$ cat src/rtl/hcsr04_pkg.sv
// Shared constants and types for the HC-SR04 ranging blocks.
// Holds the FSM encoding, the Q16 mm-per-us scale and the default time limits.
package hcsr04_pkg;

    typedef enum logic [2:0] {
        ST_IDLE,
        ST_WAIT_RISE,
        ST_MEASURE,
        ST_CALC,
        ST_DRAIN
    } state_t;

    localparam int unsigned MM_PER_US_Q16    = 11239;
    localparam int unsigned MM_SHIFT         = 16;
    localparam int unsigned DEF_TIMEOUT_US   = 38000;
    localparam int unsigned DEF_WAIT_RISE_US = 2000;
    localparam int unsigned TRIG_PERIOD_US   = 60000;

    // (us * 11239) >> 16 ~= us * 0.17149 mm (half the speed of sound)
    function automatic logic [15:0] us_to_mm(input logic [15:0] us);
        logic [31:0] prod;
        prod = {16'd0, us} * 32'(MM_PER_US_Q16);
        return prod[31:16];
    endfunction

endpackage

$ cat src/rtl/sync_edge.sv
// Two-flop synchronizer with registered rise/fall detect.
// Pin-to-edge-pulse latency is three clock cycles.
module sync_edge (
    input  logic clk,
    input  logic rst_n,
    input  logic din,
    output logic level,
    output logic rise,
    output logic fall
);

    logic s1, s2, s3;

    always_ff @(posedge clk or negedge rst_n) begin
        if (!rst_n) begin
            s1   <= 1'b0;
            s2   <= 1'b0;
            s3   <= 1'b0;
            rise <= 1'b0;
            fall <= 1'b0;
        end else begin
            s1   <= din;
            s2   <= s1;
            s3   <= s2;
            rise <= s2 & ~s3;
            fall <= ~s2 & s3;
        end
    end

    assign level = s2;

endmodule

$ cat src/rtl/echo_measure.sv
// Times the HC-SR04 echo high pulse in whole microseconds after a trig falling
// edge and converts it to millimetres, with timeouts for missing/endless echoes.
module echo_measure
    import hcsr04_pkg::*;
#(
    parameter int unsigned CLK_FREQ_MHZ = 50,
    parameter int unsigned WAIT_RISE_US = DEF_WAIT_RISE_US,
    parameter int unsigned TIMEOUT_US   = DEF_TIMEOUT_US
) (
    input  logic        sys_clk,
    input  logic        sys_rst_n,
    input  logic        trig,
    input  logic        echo,
    output logic [15:0] dist_mm,
    output logic        dist_valid,
    output logic        timeout,
    output logic        busy
);

    localparam int unsigned PW = (CLK_FREQ_MHZ > 1) ? $clog2(CLK_FREQ_MHZ) : 1;
    localparam logic [PW-1:0] PRESC_MAX = PW'(CLK_FREQ_MHZ - 1);
    localparam logic [15:0]   WAIT_LIM  = 16'(WAIT_RISE_US);
    localparam logic [15:0]   TO_LIM    = 16'(TIMEOUT_US);

    logic trig_level, trig_rise, trig_fall;
    logic echo_level, echo_rise, echo_fall;

    sync_edge u_sync_trig (
        .clk   (sys_clk),
        .rst_n (sys_rst_n),
        .din   (trig),
        .level (trig_level),
        .rise  (trig_rise),
        .fall  (trig_fall)
    );

    sync_edge u_sync_echo (
        .clk   (sys_clk),
        .rst_n (sys_rst_n),
        .din   (echo),
        .level (echo_level),
        .rise  (echo_rise),
        .fall  (echo_fall)
    );

    state_t        state, state_nxt;
    logic [PW-1:0] presc, presc_nxt;
    logic [15:0]   echo_us, echo_us_nxt;
    logic          load_dist;

    always_ff @(posedge sys_clk or negedge sys_rst_n) begin
        if (!sys_rst_n) begin
            state   <= ST_IDLE;
            presc   <= '0;
            echo_us <= '0;
            dist_mm <= '0;
        end else begin
            state   <= state_nxt;
            presc   <= presc_nxt;
            echo_us <= echo_us_nxt;
            if (load_dist)
                dist_mm <= us_to_mm(echo_us_nxt);
        end
    end

    // The same us counter times both the wait for the rising edge and the pulse.
    // The fall-detect cycle still counts, so echo_us = floor(high cycles / f_MHz).
    always_comb begin
        state_nxt   = state;
        presc_nxt   = presc;
        echo_us_nxt = echo_us;
        timeout     = 1'b0;
        load_dist   = 1'b0;

        if (state == ST_WAIT_RISE || state == ST_MEASURE) begin
            if (presc == PRESC_MAX) begin
                presc_nxt   = '0;
                echo_us_nxt = echo_us + 16'd1;
            end else begin
                presc_nxt = presc + PW'(1);
            end
        end

        unique case (state)
            ST_IDLE: begin
                if (trig_fall) begin
                    state_nxt   = ST_WAIT_RISE;
                    presc_nxt   = '0;
                    echo_us_nxt = '0;
                end
            end
            ST_WAIT_RISE: begin
                if (echo_us == WAIT_LIM) begin
                    timeout   = 1'b1;
                    state_nxt = ST_IDLE;
                end else if (echo_rise) begin
                    state_nxt   = ST_MEASURE;
                    presc_nxt   = '0;
                    echo_us_nxt = '0;
                end
            end
            ST_MEASURE: begin
                if (echo_us == TO_LIM) begin
                    timeout   = 1'b1;
                    state_nxt = ST_DRAIN;
                end else if (echo_fall) begin
                    load_dist = 1'b1;
                    state_nxt = ST_CALC;
                end
            end
            ST_CALC: begin
                state_nxt = ST_IDLE;
            end
            ST_DRAIN: begin
                if (!echo_level)
                    state_nxt = ST_IDLE;
            end
            default: begin
                state_nxt = ST_IDLE;
            end
        endcase
    end

    assign dist_valid = (state == ST_CALC);
    assign busy       = (state != ST_IDLE);

    logic unused_ok;
    assign unused_ok = trig_level ^ trig_rise;

endmodule

$ cat config.mk
export PLATFORM = sky130hd
export DESIGN_NAME = echo_measure
export DESIGN_NICKNAME = d
export VERILOG_FILES = /design/src/rtl/hcsr04_pkg.sv /design/src/rtl/sync_edge.sv /design/src/rtl/echo_measure.sv
export SDC_FILE = /design/constraint.sdc
export NUM_CORES = 1
export LEC_CHECK = 0
export ABC_AREA = 1
export CAP_MARGIN = 20
export CORE_MARGIN = 2
export CORE_UTILIZATION = 65
export CTS_CLUSTER_DIAMETER = 50
export CTS_CLUSTER_SIZE = 16
export DETAILED_ROUTE_END_ITERATION = 6
export PLACE_DENSITY_LB_ADDON = 0.05
export SYNTH_ARGS = -nofsm -noshare
export SYNTH_HDL_FRONTEND = slang
export SYNTH_SLANG_ARGS = --single-unit
export TNS_END_PERCENT = 100
$ cat constraint.sdc
create_clock -name sys_clk -period 12.8 [get_ports sys_clk]
set_clock_uncertainty 0.05 [all_clocks]
set_input_delay 2.56 -clock sys_clk [delete_from_list [all_inputs] [get_ports sys_clk]]
set_output_delay 2.56 -clock sys_clk [all_outputs]
set_load 0.005 [all_outputs]
After elaboration in Yosys (flattened, before gate mapping)

Cells that the tools add are included.

Bits in registers: 48
Input port bits: 4
Word-level logic and storage cells: 62

Add/subtract/negate cells: 2
Multiply operators: 1
Equality and inequality tests: 11
Mux-type cells: 25
Bitwise operators: 6
Reduce and logical (&&, ||, !) cells: 4

Operator list:

| operator                                               | count |
|---|---|
| 2-to-1 mux 16 bit                                      | 5 |
| one-hot mux 16 bit (2 select lines)                    | 1 |
| multiplier 16 x 14 -> 30 bit (second input constant)   | 1 |
| 2-to-1 mux 6 bit                                       | 5 |
| 2-to-1 mux 3 bit                                       | 6 |
| adder 16 x 1 -> 16 bit (second input constant)         | 1 |
| equality test 16 x 11 -> 1 bit (second input constant) | 1 |
| equality test 16 bit (second input constant)           | 1 |
| one-hot mux 3 bit (4 select lines)                     | 1 |
| one-hot mux 6 bit (2 select lines)                     | 1 |
| adder 6 x 1 -> 6 bit (second input constant)           | 1 |
| equality test 3 x 2 -> 1 bit (second input constant)   | 2 |
| equality test 6 bit (second input constant)            | 1 |
| != test 3 x 1 -> 1 bit (second input constant)         | 2 |
| 2-to-1 mux 1 bit                                       | 5 |
| AND reduction 4 bit                                    | 1 |
| AND 1 bit                                              | 3 |
| equality test 3 x 1 -> 1 bit (second input constant)   | 1 |
| equality test 3 bit (second input constant)            | 1 |
| logical NOT 3 bit                                      | 1 |
| inverter 1 bit                                         | 3 |
| nonzero test 3 bit                                     | 1 |
| != test 2 x 1 -> 1 bit (second input constant)         | 1 |
| != test 2 bit (second input constant)                  | 1 |
| other kinds (2)                                        | 2 |

Depth between registers and ports, before layout

Word-level depth: 7
Depth in mapped cells: 34
Mapped depth without buffers: 34

Hierarchy

From an unflattened synthesis, not the netlist that was laid out.

Cells, all modules: 977
Area total of the unflattened synthesis: 7831.3 sq um

By module, submodules not included:

| module       | times used | cells an instance | area each (sq um) | sequential area each (sq um) |
|---|---|---|---|---|
| echo_measure | 1          | 959               | 7551.0            | 975.9 |
| sync_edge    | 2          | 9                 | 140.1             | 125.1 |

Least setup slack after synthesis

OpenSTA, ideal clock, no wires.

Path kind: register to register
From: register presc[0]
To: register dist_mm[13]
Data arrival time: 5.917 ns
Setup slack: 6.715 ns
Stages on the path, launching flop included: 31
Path buffers: 1
Period minus slack after synthesis: 6.085 ns
Cells stage by stage: dfrtp_1 -> ha_1 -> nand3_1 -> clkinv_1 -> nand2_4 -> buf_6 -> nor3_2 -> nand2_1 -> inv_1 -> a21oi_1 -> inv_1 -> fa_1 -> inv_1 -> fa_1 -> fa_1 -> fa_1 -> fa_1 -> inv_1 -> fa_1 -> inv_1 -> ha_1 -> nand2_1 -> inv_1 -> nand2_1 -> nand2_1 -> nand2_1 -> nand2_1 -> a21oi_1 -> nand3_1 -> nand3_1 -> nand2_1

Word-level cells in the longest chain between the ends: 7
Elaborated cells between the ends (all ways): 8
Classes of those cells: 1 x mul; 1 x eq/ne; 6 x mux

Ends and longest elaborated chain:

| what                                    | RTL line           | source |
|---|---|---|
| from (decl)                             | echo_measure.sv:47 | `logic [PW-1:0] presc, presc_nxt;` |
| from (signal assigned)                  | echo_measure.sv:59 | `presc <= presc_nxt;` |
| equality test 6 bit (*)                 | echo_measure.sv:76 | `if (presc == PRESC_MAX) begin` |
| 2-to-1 mux 16 bit (*)                   | echo_measure.sv:76 |  |
| 2-to-1 mux 16 bit (*)                   | echo_measure.sv:75 | `if (state == ST_WAIT_RISE \|\| state == ST_MEASURE) begin` |
| 2-to-1 mux 16 bit                       | echo_measure.sv:96 | `end else if (echo_rise) begin` |
| 2-to-1 mux 16 bit                       | echo_measure.sv:93 | `if (echo_us == WAIT_LIM) begin` |
| one-hot mux 16 bit (2 select lines) (*) | echo_measure.sv:84 | `unique case (state)` |
| named net echo_us_nxt[8]                | echo_measure.sv:48 | `logic [15:0] echo_us, echo_us_nxt;` |
| multiplier 16 x 14 -> 30 bit (*)        | hcsr04_pkg.sv:22   | `prod = {16'd0, us} * 32'(MM_PER_US_Q16);` |
| to (signal assigned)                    | echo_measure.sv:62 | `dist_mm <= us_to_mm(echo_us_nxt);` |
| to (decl)                               | echo_measure.sv:14 | `output logic [15:0] dist_mm,` |

The timed path passes the listed nets; every way through them passes the cells marked *.
A chain may end at the register's enable or synchronous reset.

Worst setup path in the final report

From: register echo_us[0]
To: register dist_mm[13]

Word-level cells in the longest chain between the ends: 7
Elaborated cells between the ends (all ways): 12
Classes of those cells: 1 x add/sub; 1 x mul; 2 x eq/ne; 8 x mux

Ends and longest elaborated chain:

| what                                    | RTL line           | source |
|---|---|---|
| from (decl)                             | echo_measure.sv:48 |  |
| from (signal assigned)                  | echo_measure.sv:60 | `echo_us <= echo_us_nxt;` |
| adder 16 x 1 -> 16 bit                  | echo_measure.sv:78 | `echo_us_nxt = echo_us + 16'd1;` |
| 2-to-1 mux 16 bit                       | echo_measure.sv:76 |  |
| 2-to-1 mux 16 bit                       | echo_measure.sv:75 |  |
| 2-to-1 mux 16 bit                       | echo_measure.sv:96 |  |
| 2-to-1 mux 16 bit                       | echo_measure.sv:93 |  |
| one-hot mux 16 bit (2 select lines) (*) | echo_measure.sv:84 |  |
| named net echo_us_nxt[8]                | echo_measure.sv:48 |  |
| multiplier 16 x 14 -> 30 bit (*)        | hcsr04_pkg.sv:22   |  |

Marks and branches as above.

==> impl_summary.log <==
[metrics] status: finished, final reports clean
[metrics] final setup margin: about 5.7 ns
[metrics] reg-to-reg slack, setup: roughly 5.7 ns
[metrics] final estimated routing congestion in global placement: 0.950
[metrics] post-synthesis register bit count: 48
[metrics] average routed wire per standard cell: 14.7 um
[metrics] final wirelength: around 17 mm
[metrics] minimum clock period: just over 7 ns
[metrics] setup repair after global routing missed its margin: no
[metrics] main flop type after synthesis: dfrtp_1
[metrics] Worst Min Path Start: u_sync_trig.s1$_DFF_PN0_
[metrics] total half-perimeter wirelength after legalization and detailed placement: 15.1 mm
[metrics] final hold violations: 0
[metrics] Crit Reg-Reg Endpoint: dist_mm[13]$_DFFE_PN0P_
[metrics] core area: 0.0119 mm2
[metrics] area of the die: 0.0130 mm2
[metrics] Inserted Clock Buffers: 5
[metrics] worst IR drop on VDD: about 0.000053 V
[metrics] DRC: 0
[metrics] Post-Syn Instances: 1015
[metrics] wire length of the first global-routing pass: ~30 mm
[metrics] final global-route overflow total: 0
[metrics] endpoint of the worst hold path: u_sync_trig.level$_DFF_PN0_
[metrics] fraction of layout instances using a drive strength above 1: 0.0365
[metrics] detailed-routing iteration count for the pre-antenna-repair pass: 5
[metrics] antenna cell count: 0
[metrics] number of vias in the routed layout: 6018
[metrics] count of hold buffers inserted by post-cts repair: 0
[metrics] slowest library cell on the worst path: fa_1
[metrics] instance count after placement with tap cells included: 1179
[metrics] count of non-filler cells in the finished layout: between 1000 and 1500
[metrics] FP Rows: 40
[metrics] final count of pins violating max slew: 0
[metrics] root buffer cell: clkbuf_16
[metrics] latest clock arrival within the worst-skew pair: just over 0.3 ns
[metrics] overall die height: ~110 um
[metrics] area of the mapped netlist: 0.00788 mm2
[metrics] maximum number of pins on one net before global-route repair: 49
[metrics] register clock-pin slew on the reported worst setup and hold paths: ~0.070 ns
[metrics] transition time of the tightest slew-check pin: ~0.92 ns
[metrics] most used cell, CP: nand2_1
[metrics] buffer count from post-CTS setup fixing: 0
[metrics] Cells on Worst Hold Path: 0
[metrics] largest fanout of any net on the critical path: 18
[metrics] Syn-to-layout area delta: 6.24%
[metrics] required time at the endpoint of the critical path: about 13 ns
[metrics] DIE WIDTH: about 110 um
[metrics] Synthesis Warnings: 0
[metrics] number of levels in the clock H-tree: 2
[metrics] drt via density: around 5
[metrics] most used cells in the layout excluding fill and tap cells: inv_1, nand2_1, ha_1
[metrics] start of the worst register-to-register path: echo_us[0]$_DFF_PN0_
[metrics] worst setup slack after placement: around 5.7 ns
[metrics] CTS Buffer Depth: 2
[metrics] final-layout worst hold slack: slightly above 0.3 ns
[metrics] FILL cells: about 1100
[metrics] mean area per synthesized cell: 7.76 um2
[metrics] crit share post-route: 0.554
[metrics] element type at the critical path start: flip-flop
[metrics] Initial DRC Count: 250
[metrics] initial cell density of the core: 0.661
[metrics] upper clock frequency limit: between 100 and 150 MHz
[metrics] number of cells on the worst reg-to-reg path: 29
[metrics] worst setup path class: reg2reg
[metrics] share of synthesized flip-flops with an asynchronous set or reset: 1.00
[metrics] number of enable flip-flop cells after synthesis: 0
[metrics] GR Util All Layers: 0.304
[metrics] vias in the first global route: between 6000 and 7000
[metrics] class of the tightest hold or removal check: reg2reg
[metrics] worst max-slew margin expressed relative to the limit: 0.384
[metrics] delay contributed by the slowest stage of the critical path: 0.62 ns
[metrics] initial antenna violation count: 0
[metrics] number of buffers inserted by port buffering: 20
[metrics] io pins: 23
[metrics] endpoint kind of the worst setup timing path: flip-flop
[metrics] Setup Viol. Count Final: 0
[metrics] Routed Antenna Nets: 0
[metrics] net total in the final layout: ~1300
[metrics] endpoint arrival time on the critical path: 7.23 ns
[metrics] leak pwr: roughly 0.0053 uW
[metrics] number of sinks on the clock net: 48
[metrics] sum of negative setup slack: 0 ns
[metrics] power density cells: 46.5 mW/mm2
[metrics] total of max-cap violations: 0
[metrics] commonest non-fill, non-tap cell in the layout: inv_1
[metrics] CTS tree: done
[metrics] post-cts resize count: 0
[metrics] distinct cell type count of the synthesized netlist: 36
[metrics] post-synthesis sequential area ratio: 0.152
-- final cells by class --
type / count / area (um2) / share of cell area
Tap cell: 147 / 184 / 0.0220
Multi-Input combinational cell: 688 / 5590 / 0.668
Clock inverter: 3 / 25.0 / 0.00299
Clock buffer: 5 / 125 / 0.0149
Timing Repair Buffer: 22 / 210 / 0.0251
Sequential cell: 48 / 1200 / 0.143
Inverter: 274 / 1030 / 0.123
-- critical path: cells and delay by family, from the launching register on --
| kind | cells | cell delay [ns] |
|---|---|---|
| fa+ha+maj | 8 | 3.65 |
| simple gates | 13 | 1.48 |
| buf+inv | 6 | 0.70 |
| compound gates | 2 | 0.69 |
| flops | 1 | 0.40 |
-- worst max-delay path by stage --
stage / from / to / slack, ns / cells past startpoint
finish: echo_us[0]$_DFF_PN0_ / dist_mm[13]$_DFFE_PN0P_ / 5.72 / 29
detailed placement: echo_us[0]$_DFF_PN0_ / dist_mm[12]$_DFFE_PN0P_ / 5.72 / 29
CTS: echo_us[0]$_DFF_PN0_ / dist_mm[12]$_DFFE_PN0P_ / 5.68 / 29
global route: echo_us[0]$_DFF_PN0_ / dist_mm[13]$_DFFE_PN0P_ / 5.17 / 29
global placement: echo_us[0]$_DFF_PN0_ / dist_mm[1]$_DFFE_PN0P_ / 5.89 / 27
floorplan: presc[0]$_DFF_PN0_ / dist_mm[13]$_DFFE_PN0P_ / 6.72 / 30
-- metrics by stage --
step	util	instance area [um2]	total power, uW
6_report	0.703	8370	389
5_1_grt	0.703	8370	412
4_1_cts	0.703	8370	394
3_5_place_dp	0.690	8220	253
3_3_place_gp	0.690	8220	252
2_1_floorplan	-	7880	233
-- sequential cells by signal, indices dropped and copies added, names as in the netlist --
signal / cells
dist_mm: 14
u_sync_trig.s3: 1
u_sync_echo.rise: 1
state: 3
u_sync_trig.fall: 1
u_sync_trig.s1: 1
u_sync_echo.s3: 1
u_sync_echo.level: 1
u_sync_echo.fall: 1
echo_us: 16
u_sync_trig.level: 1
u_sync_echo.s1: 1
presc: 6
-- per-layer routing --
layer / global-route usage / vias to the layer above / share of wire
li1: - / 3078 / -
met1: 0.407 / 2797 / 0.45
met2: 0.520 / 120 / 0.49
met3: 0.0503 / 23 / 0.038
met4: 0.0724 / 0 / 0.021
met5: 0 / - / 0
-- logic make-up (layout without fill, tap and decap cells) --
family,Yosys count,in the layout,share of synthesized area
buffers and inverters,280,304,0.138
AO/OA/AOI/OAI,35,35,0.0240
other,1,2,0.000476
adder cells (fa/ha/maj),217,217,0.441
XOR/XNOR,6,6,0.00667
AND/OR/NAND/NOR,428,428,0.238
flip-flops,48,48,0.152
-- power by group --
group,internal [uW],leakage (uW),total (uW),switching [uW]
Clock,74.0,0.0000708,139,65.4
Sequential,159,0.000648,165,5.80
Combinational,26.3,0.00457,84.5,58.2
-- synth_stat cells (4+ instances only) --
library cell / instances / area, um2
a21oi_1: 21 / 105
dfrtp_1: 48 / 1200
fa_1: 101 / 2020
ha_1: 116 / 1450
inv_1: 271 / 1020
nand2_1: 266 / 998
nand2_2: 4 / 25.0
nand3_1: 47 / 235
nand3b_1: 5 / 37.5
nand4_1: 13 / 81.3
nor2_1: 59 / 221
nor2_2: 7 / 43.8
nor3_1: 8 / 40.0
o21ai_0: 8 / 40.0
xor2_1: 5 / 43.8
Power figures use the tool's default switching activity.
